$ cat src/rtl/muldiv_pkg.sv
// rtl/muldiv_pkg.sv - shared types and constants for the HI/LO multiply sequencer
package muldiv_pkg;

    localparam int WIDTH_DEF   = 32;
    localparam int TIMEOUT_DEF = 40;

    // Counter wide enough to hold TIMEOUT-1 with one spare bit for saturation.
    function automatic int cnt_width(input int timeout);
        return $clog2(timeout) + 1;
    endfunction

    localparam int WAIT_CNT_W = cnt_width(TIMEOUT_DEF);

    typedef enum logic [1:0] {
        IDLE  = 2'd0,
        START = 2'd1,
        WAIT  = 2'd2,
        DONE  = 2'd3
    } seq_state_t;

endpackage

$ cat src/rtl/hilo_mult_seq_if.sv
// rtl/hilo_mult_seq_if.sv - handshake between the sequencer and the Booth multiplier
interface hilo_mult_seq_if #(
    parameter int WIDTH = 32
);
    logic             mult_start;
    logic [WIDTH-1:0] mult_outA;
    logic [WIDTH-1:0] mult_outB;
    logic             mult_reset;
    logic [WIDTH-1:0] mult_hi;
    logic [WIDTH-1:0] mult_lo;
    logic             mult_ciclos_end;

    modport master (
        output mult_start,
        output mult_outA,
        output mult_outB,
        output mult_reset,
        input  mult_hi,
        input  mult_lo,
        input  mult_ciclos_end
    );

    modport slave (
        input  mult_start,
        input  mult_outA,
        input  mult_outB,
        input  mult_reset,
        output mult_hi,
        output mult_lo,
        output mult_ciclos_end
    );
endinterface

$ cat src/rtl/hilo_regs.sv
// rtl/hilo_regs.sv - architectural HI/LO register pair
module hilo_regs
    import muldiv_pkg::*;
#(
    parameter int WIDTH = WIDTH_DEF
) (
    input  logic             clock,
    input  logic             reset,
    input  logic             commit,
    input  logic [WIDTH-1:0] commit_hi,
    input  logic [WIDTH-1:0] commit_lo,
    input  logic             hi_we,
    input  logic             lo_we,
    input  logic [WIDTH-1:0] wr_data,
    output logic [WIDTH-1:0] hi,
    output logic [WIDTH-1:0] lo
);

    // A multiplier commit overrides any MTHI/MTLO write in the same cycle.
    always_ff @(posedge clock) begin
        if (!reset) begin
            hi <= '0;
            lo <= '0;
        end else if (commit) begin
            hi <= commit_hi;
            lo <= commit_lo;
        end else begin
            if (hi_we) hi <= wr_data;
            if (lo_we) lo <= wr_data;
        end
    end

endmodule

$ cat src/rtl/hilo_mult_seq.sv
// rtl/hilo_mult_seq.sv - MULT sequencer with HI/LO holding and hang timeout
module hilo_mult_seq
    import muldiv_pkg::*;
#(
    parameter int WIDTH   = WIDTH_DEF,
    parameter int TIMEOUT = TIMEOUT_DEF
) (
    input  logic             clock,
    input  logic             reset,
    input  logic             op_mult,
    input  logic             op_mthi,
    input  logic             op_mtlo,
    input  logic [WIDTH-1:0] wr_data,
    input  logic [WIDTH-1:0] operand_a,
    input  logic [WIDTH-1:0] operand_b,
    hilo_mult_seq_if.master  mul,
    output logic [WIDTH-1:0] hi_out,
    output logic [WIDTH-1:0] lo_out,
    output logic             busy,
    output logic             done,
    output logic             timeout_err
);

    localparam int            CW       = cnt_width(TIMEOUT);
    localparam logic [CW-1:0] CNT_LAST = CW'(TIMEOUT - 1);
    localparam logic [CW-1:0] CNT_MAX  = '1;

    seq_state_t       state_q;
    seq_state_t       state_d;
    logic [CW-1:0]    wait_cnt_q;
    logic [WIDTH-1:0] opa_q;
    logic [WIDTH-1:0] opb_q;
    logic             abort_q;
    logic             timeout_err_q;
    logic             accept;
    logic             commit;
    logic             abort;
    logic             end_qual;
    logic             mt_ok;

    // State register; reset drops any operation in flight without committing.
    always_ff @(posedge clock) begin
        if (!reset) state_q <= IDLE;
        else        state_q <= state_d;
    end

    // Next state; ciclos_end is ignored on the first WAIT cycle to mask a stale sticky flag.
    always_comb begin
        state_d  = state_q;
        accept   = 1'b0;
        commit   = 1'b0;
        abort    = 1'b0;
        end_qual = mul.mult_ciclos_end && (wait_cnt_q != '0);
        case (state_q)
            IDLE: begin
                if (op_mult) begin
                    accept  = 1'b1;
                    state_d = START;
                end
            end
            START: state_d = WAIT;
            WAIT: begin
                if (end_qual) begin
                    commit  = 1'b1;
                    state_d = DONE;
                end else if (wait_cnt_q == CNT_LAST) begin
                    abort   = 1'b1;
                    state_d = IDLE;
                end
            end
            DONE:    state_d = IDLE;
            default: state_d = IDLE;
        endcase
    end

    // WAIT cycle counter: cleared in START, saturating increment in WAIT.
    always_ff @(posedge clock) begin
        if (!reset) begin
            wait_cnt_q <= '0;
        end else if (state_q == START) begin
            wait_cnt_q <= '0;
        end else if (state_q == WAIT && wait_cnt_q != CNT_MAX) begin
            wait_cnt_q <= wait_cnt_q + 1'b1;
        end
    end

    // Operands are held for the multiplier until the next accepted MULT.
    always_ff @(posedge clock) begin
        if (!reset) begin
            opa_q <= '0;
            opb_q <= '0;
        end else if (accept) begin
            opa_q <= operand_a;
            opb_q <= operand_b;
        end
    end

    // One-cycle multiplier reset after a timeout, plus the sticky error flag.
    always_ff @(posedge clock) begin
        if (!reset) begin
            abort_q       <= 1'b0;
            timeout_err_q <= 1'b0;
        end else begin
            abort_q <= abort;
            if (abort) timeout_err_q <= 1'b1;
        end
    end

    // MT* writes only land when idle and not shadowed by a MULT request.
    assign mt_ok = (state_q == IDLE) && !op_mult;

    hilo_regs #(
        .WIDTH (WIDTH)
    ) u_regs (
        .clock     (clock),
        .reset     (reset),
        .commit    (commit),
        .commit_hi (mul.mult_hi),
        .commit_lo (mul.mult_lo),
        .hi_we     (mt_ok && op_mthi),
        .lo_we     (mt_ok && op_mtlo),
        .wr_data   (wr_data),
        .hi        (hi_out),
        .lo        (lo_out)
    );

    assign mul.mult_start = (state_q == START);
    assign mul.mult_outA  = opa_q;
    assign mul.mult_outB  = opb_q;
    assign mul.mult_reset = !reset || abort_q;
    assign busy           = (state_q != IDLE);
    assign done           = (state_q == DONE);
    assign timeout_err    = timeout_err_q;

endmodule

$ cat src/flat_wrapper.sv
// flat-port wrapper written by rule: the top's interface ports become plain ports
module hilo_mult_seq_flat import muldiv_pkg::*;
#(
    parameter int WIDTH   = WIDTH_DEF,
    parameter int TIMEOUT = TIMEOUT_DEF
)
  (clock, reset, op_mult, op_mthi, op_mtlo, wr_data, operand_a, operand_b, hi_out, lo_out, busy, done, timeout_err, mul_mult_start, mul_mult_outA, mul_mult_outB, mul_mult_reset, mul_mult_hi, mul_mult_lo, mul_mult_ciclos_end);
  hilo_mult_seq_if #(.WIDTH(WIDTH)) mul_i ();
  input  logic clock;
  input  logic reset;
  input  logic op_mult;
  input  logic op_mthi;
  input  logic op_mtlo;
  input  logic [WIDTH-1:0] wr_data;
  input  logic [WIDTH-1:0] operand_a;
  input  logic [WIDTH-1:0] operand_b;
  output logic [WIDTH-1:0] hi_out;
  output logic [WIDTH-1:0] lo_out;
  output logic busy;
  output logic done;
  output logic timeout_err;
  output wire logic [$bits(mul_i.mult_start)-1:0] mul_mult_start;
  output wire logic [$bits(mul_i.mult_outA)-1:0] mul_mult_outA;
  output wire logic [$bits(mul_i.mult_outB)-1:0] mul_mult_outB;
  output wire logic [$bits(mul_i.mult_reset)-1:0] mul_mult_reset;
  input wire logic [$bits(mul_i.mult_hi)-1:0] mul_mult_hi;
  input wire logic [$bits(mul_i.mult_lo)-1:0] mul_mult_lo;
  input wire logic [$bits(mul_i.mult_ciclos_end)-1:0] mul_mult_ciclos_end;
  assign mul_mult_start = mul_i.mult_start;
  assign mul_mult_outA = mul_i.mult_outA;
  assign mul_mult_outB = mul_i.mult_outB;
  assign mul_mult_reset = mul_i.mult_reset;
  assign mul_i.mult_hi = mul_mult_hi;
  assign mul_i.mult_lo = mul_mult_lo;
  assign mul_i.mult_ciclos_end = mul_mult_ciclos_end;
  hilo_mult_seq #(.WIDTH(WIDTH), .TIMEOUT(TIMEOUT)) u_core (.clock(clock), .reset(reset), .op_mult(op_mult), .op_mthi(op_mthi), .op_mtlo(op_mtlo), .wr_data(wr_data), .operand_a(operand_a), .operand_b(operand_b), .mul(mul_i), .hi_out(hi_out), .lo_out(lo_out), .busy(busy), .done(done), .timeout_err(timeout_err));
endmodule
$ cat config.mk
export PLATFORM = sky130hd
export DESIGN_NAME = hilo_mult_seq_flat
export DESIGN_NICKNAME = d
export VERILOG_FILES = /design/src/rtl/muldiv_pkg.sv /design/src/rtl/hilo_mult_seq_if.sv /design/src/rtl/hilo_regs.sv /design/src/rtl/hilo_mult_seq.sv /design/src/flat_wrapper.sv
export SDC_FILE = /design/constraint.sdc
export NUM_CORES = 1
export LEC_CHECK = 0
export CELL_PAD_IN_SITES_DETAIL_PLACEMENT = 1
export CELL_PAD_IN_SITES_GLOBAL_PLACEMENT = 2
export CORE_UTILIZATION = 22
export CTS_BUF_LIST = sky130_fd_sc_hd__clkbuf_16
export DETAILED_ROUTE_END_ITERATION = 12
export GPL_ROUTABILITY_DRIVEN = 0
export MAX_ROUTING_LAYER = met4
export PLACE_DENSITY_LB_ADDON = 0.15
export SYNTH_ARGS = -nofsm -noshare
export SYNTH_HDL_FRONTEND = slang
export SYNTH_SLANG_ARGS = --single-unit
$ cat constraint.sdc
create_clock -name clock -period 2.6 [get_ports clock]
set_input_delay 0.65 -clock clock [delete_from_list [all_inputs] [get_ports clock]]
set_output_delay 0.65 -clock clock [all_outputs]
set_load 0.01 [all_outputs]
# Word level (Yosys, flattened, before mapping)
# Cells that the tools add are included.
# totals
out_inout_bits	133
input_bits	166
reg_bits	139
wordCells	47
# classes
n_bitwise	1
muxes	15
reduce_logical	15
eq_ne	7
n_addsub	1
# ops
op	n
32-bit two-way mux	4
2-bit case mux with 4 select lines	1
7-bit by 1-bit adder with 7-bit output, second input constant	1
7-bit by 6-bit == test with 1-bit output, second input constant	1
1-bit two-way mux	7
7-bit != test, second input constant	1
7-bit nonzero test	1
2-bit two-way mux	3
2-bit nonzero test	3
1-bit logical AND	5
2-bit == test, second input constant	2
3-bit by 1-bit != test with 1-bit output, second input constant	1
2-bit by 1-bit == test with 1-bit output, second input constant	1
1-bit logical NOT	2
2-bit logical NOT	1
2-bit != test, second input constant	1
2-bit AND reduction	1
2-bit OR reduction	1
1-bit logical OR	1
1-bit NOT	1

# Depth between registers and ports, before layout
# Gate-level depths: netlist of run 1.
# logic_depth
ltp_word	5
depth_mapped	8
mapped_depth_nobuf	6

# Hierarchy
# From an unflattened synthesis of run 1, not the netlist that was laid out.
# hier_totals
cells_unflattened	634
hier_area_um2	6555.0
# by_module_without_submodules
module	area_per_inst_um2	cells_per_inst	seq_area_each_um2	instances
hilo_regs	3529.6	285	1281.2	1
hilo_mult_seq	3025.4	349	1501.4	1

# Least setup slack after synthesis of run 1
# OpenSTA, ideal clock, no wires.
# synth_timing
kind	input -> output
from	input port reset
to	output port mul_mult_reset
t_required_ns	1.950
path_slack_ns	0.714
path_stages	3
path_buffers	2
arrival_ns	1.236
cell_sequence	clkbuf_1 clkbuf_1 nand2b_1
# synth_between
elab_chain_cells	2
# synth_rtl
item	line_no	rtl
start, declared	flat_wrapper.sv:10	input logic reset;
1-bit logical NOT	-	
1-bit logical OR	hilo_mult_seq.sv:130	assign mul.mult_reset = !reset || abort_q;
end, declared	flat_wrapper.sv:25	output wire logic [$bits(mul_i.mult_reset)-1:0] mul_mult_reset;
# Every way passes these cells.

# Worst setup path after layout of run 1
# layout_timing
from	register u_core.state_q[0]
to	output port mul_mult_start
# layout_between
elab_chain_cells	1
# layout_rtl
item	line_no	rtl
start, declared	hilo_mult_seq.sv:28	seq_state_t state_q;
start signal, assigned	hilo_mult_seq.sv:44	else state_q <= state_d;
2-bit by 1-bit == test with 1-bit output	hilo_mult_seq.sv:127	assign mul.mult_start = (state_q == START);
end, declared	flat_wrapper.sv:22	output wire logic [$bits(mul_i.mult_start)-1:0] mul_mult_start;
# Every way passes these cells.

==> results.py, run 1 <==
metrics = {
    "power": {
        "seq_power_share_pct": 39.0,
        "p_sw_mw": 1.565,
        "sw_frac_of_total_pct": 25.70,
        "pwr_density_cell_mw_per_mm2": 618.6,
        "pwr-share-clk_pct": 43.0,
        "ir_drop_uv": 324.4,
        "combPwrFrac_pct": 18.0,
        "p_leak_nw": 3.606,
        "p_int_mw": 4.524,
    },
    "die": {
        "ios": 299,
        "row_count": 59,
        "design.core.area_sq_mm": 0.02606,
        "die_area_sq_mm": 0.02724,
        "fp.dieH_um": 165.1,
        "die_x_um": 165.1,
        "initial_core_util_pct": 22.45,
    },
    "run": {
        "max_cap_viol_count": 0,
    },
    "logic_synthesis": {
        "yosysUniqueCellTypes": 34,
        "synth_most_common_cell": "dfxtp_1",
        "synth_top_area_share_pct": 47.57,
        "synth_edf_count": 0,
        "syn_area_sq_mm": 0.005849,
        "ys_seq_area_share_pct": 47.57,
        "ys_ff_latch": 139,
        "synth_warnings": 0,
        "netlist_top_cells_area": "dfxtp_1, mux2i_1, nand2_1",
        "ys.flop_type": "dfxtp_1",
        "ys_async_sr_fraction_pct": 0,
        "syn_avg_cell_area_sq_um": 9.212,
        "syn_inst": 635,
        "syn-num-nets": 803,
        "synth_top_cells_by_count": "dfxtp_1, nand2_1, a21oi_1, mux2i_1, a21boi_0",
        "synth_top_cell_by_area": "dfxtp_1",
    },
    "min_path": {
        "hold_start": "u_core.mul.mult_outA[23]",
        "min_path_type": "reg2reg",
    },
    "setup_path": {
        "start_kind": "flip-flop",
        "rr_startpoint": "u_core.wait_cnt_q[3]",
        "ff2ff_setup_slack_ns": 0.58,
        "crit_arrival_ns": 1.75,
        "cp_max_fo": 10,
        "cp-startpoint": "u_core.state_q[0]",
        "crit_path_end_kind": "output pin",
        "cp.required_ns": 1.95,
        "crit_type": "reg2out",
    },
    "place": {
        "postPlaceCellArea_sq_mm": 0.009219,
        "dp.cells": 1230,
        "hpwl_mm": 15.79,
        "port_buffers": 298,
    },
    "cells_and_area": {
        "drive_above_1_share_pct": 6.580,
        "synthToLayoutAreaGrowth_pct": 68.26,
        "layout.nets": 1082,
        "n_antenna_cell": 0,
        "fin_cells": 1262,
        "fin_area_sq_mm": 0.009842,
    },
    "status": {
        "status": "complete, no violations",
    },
    "clock_network": {
        "clk_path_buf_depth": 2,
        "cts_tree": "built",
        "clk_pin_slew_ns": 0.06,
        "cts.htree.levels": 4,
        "cts-root-buf": "clkbuf_16",
        "cts.sinks": 139,
        "ctsHoldBuffers": 0,
        "ctsResizeCount": 0,
        "cts_made_buffers": 17,
        "post_cts_buffers": 0,
        "worst_skew_pair.late_latency_ns": 0.42,
    },
    "global_route": {
        "overflow": 0,
        "track_usage_pct": 16.40,
        "grt_pass1_vias": 6212,
        "grt_pass1_wl_mm": 33.35,
        "grt_start_max_net_pins": 86,
        "antenna_found_initial": 0,
    },
    "detailed_routing": {
        "viasPerCell": 4.524,
        "vias": 5709,
        "ant_nets": 0,
        "firstDrtPassIters": 5,
        "drtIter0Drc": 208,
        "routed_wl_mm": 22.09,
        "wl_per_cell_um": 17.51,
        "drt_drc_violations_left": 0,
    },
    "timing": {
        "tns_ns": 0,
        "slew_viol_final": 0,
        "hold_violations": 0,
        "clock_skew_ns": 0.02212,
        "setup_viol": 0,
        "worstMarginPinSlew_ns": 0.7981,
        "fmax_mhz": 416.2,
        "rsz0062_at_grt": "no",
        "period_needed_ns": 2.403,
        "max-slew-margin-rel_pct": 46.79,
        "fin_crit_sh_pct": 92.41,
    },
}
==> cell usage in the layout, fill, tap and decap left out, drive strengths merged, types with 5 or more instances in the layout <==
master and instances:
a21boi 64, a21oi 67, buf 23, clkbuf 17, clkdlybuf4s50 297, dfxtp 139
inv 9, mux2i 65, nand2 130, nand2b 5, o31ai 64
==> area by class of cell <==
class	instances	area, sq um
clock buffer	17	425.4
clock inverter	15	197.7
fill	2949	16220
inverter	3	11.26
multi-input combinational	433	2785
sequential	139	2783
tap	335	419.2
timing repair buffer	320	3221
==> sequential cells by signal, summed over array words and instances, names as in the netlist <==
register	flops
u_core.abort_q	1
u_core.u_regs.lo	32
u_core.mul.mult_outB	32
u_core.timeout_err	1
u_core.u_regs.hi	32
u_core.wait_cnt_q	7
u_core.state_q	2
u_core.mul.mult_outA	32
==> final timing paths <==
kind	cells past startpoint	end
max reg2reg	5	u_core.u_regs.lo[10]
min reg2reg	2	u_core.mul.mult_outA[23]
min	2	u_core.mul.mult_outA[23]
max	3	mul_mult_start
==> logic make-up (layout without fill, tap and decap cells) <==
| family | Yosys count | in the layout | synth area share (%) |
|---|---|---|---|
| compound gates | 206 | 206 | 23.74 |
| simple gates | 159 | 159 | 11.59 |
| flops | 139 | 139 | 47.57 |
| mux | 65 | 65 | 11.12 |
| buf+inv | 63 | 355 | 5.390 |
| fa+ha+maj | 2 | 2 | 0.4277 |
| xor+xnor | 1 | 1 | 0.1498 |
==> power by group through the flow <==
stage,combinational (mW),clock [mW],sequential (mW)
2_1_floorplan,0.342,0,2.47
3_3_place_gp,1.09,0,2.41
3_5_place_dp,1.11,0,2.42
4_1_cts,1.12,2.72,2.37
5_1_grt,1.19,2.80,2.39
6_report,1.10,2.62,2.37
==> critical path: stages, from the launching register on <==
cell	delay, ns
dfxtp_1	0.57
nand2b_1	0.16
inv_1	0.08
clkdlybuf4s50_1	0.53
==> metal layers <==
layer  vias up  global-route usage (%)  part of all wire, %
li1       2795                       -                    -
met1      2670                   19.42                   45
met2       225                   26.80                   46
met3        19                   4.670                  8.0
met4         0                   5.004                  1.2
met5         -                       -                    0
==> per-stage QoR <==
| step | util (%) | hold slack [ns] | setup slack, ns | total power, mW |
|---|---|---|---|---|
| 2_1_floorplan | - | 0.4841 | 0.7144 | 2.810 |
| 3_3_place_gp | 35.38 | 0.4518 | 0.2831 | 3.501 |
| 3_5_place_dp | 35.38 | 0.4600 | 0.2351 | 3.528 |
| 4_1_cts | 37.77 | 0.4693 | 0.1581 | 6.209 |
| 5_1_grt | 37.77 | 0.4919 | 0.08889 | 6.381 |
| 6_report | 37.77 | 0.4651 | 0.1973 | 6.088 |
No activity file was read; power rests on OpenSTA's default activity.
==> run 2: changes to the inputs <==
SLEW_MARGIN = 15   (was default)
==> results of run 2 <==
Same layout as run 1: the final DEF is identical, and so are final timing and power.
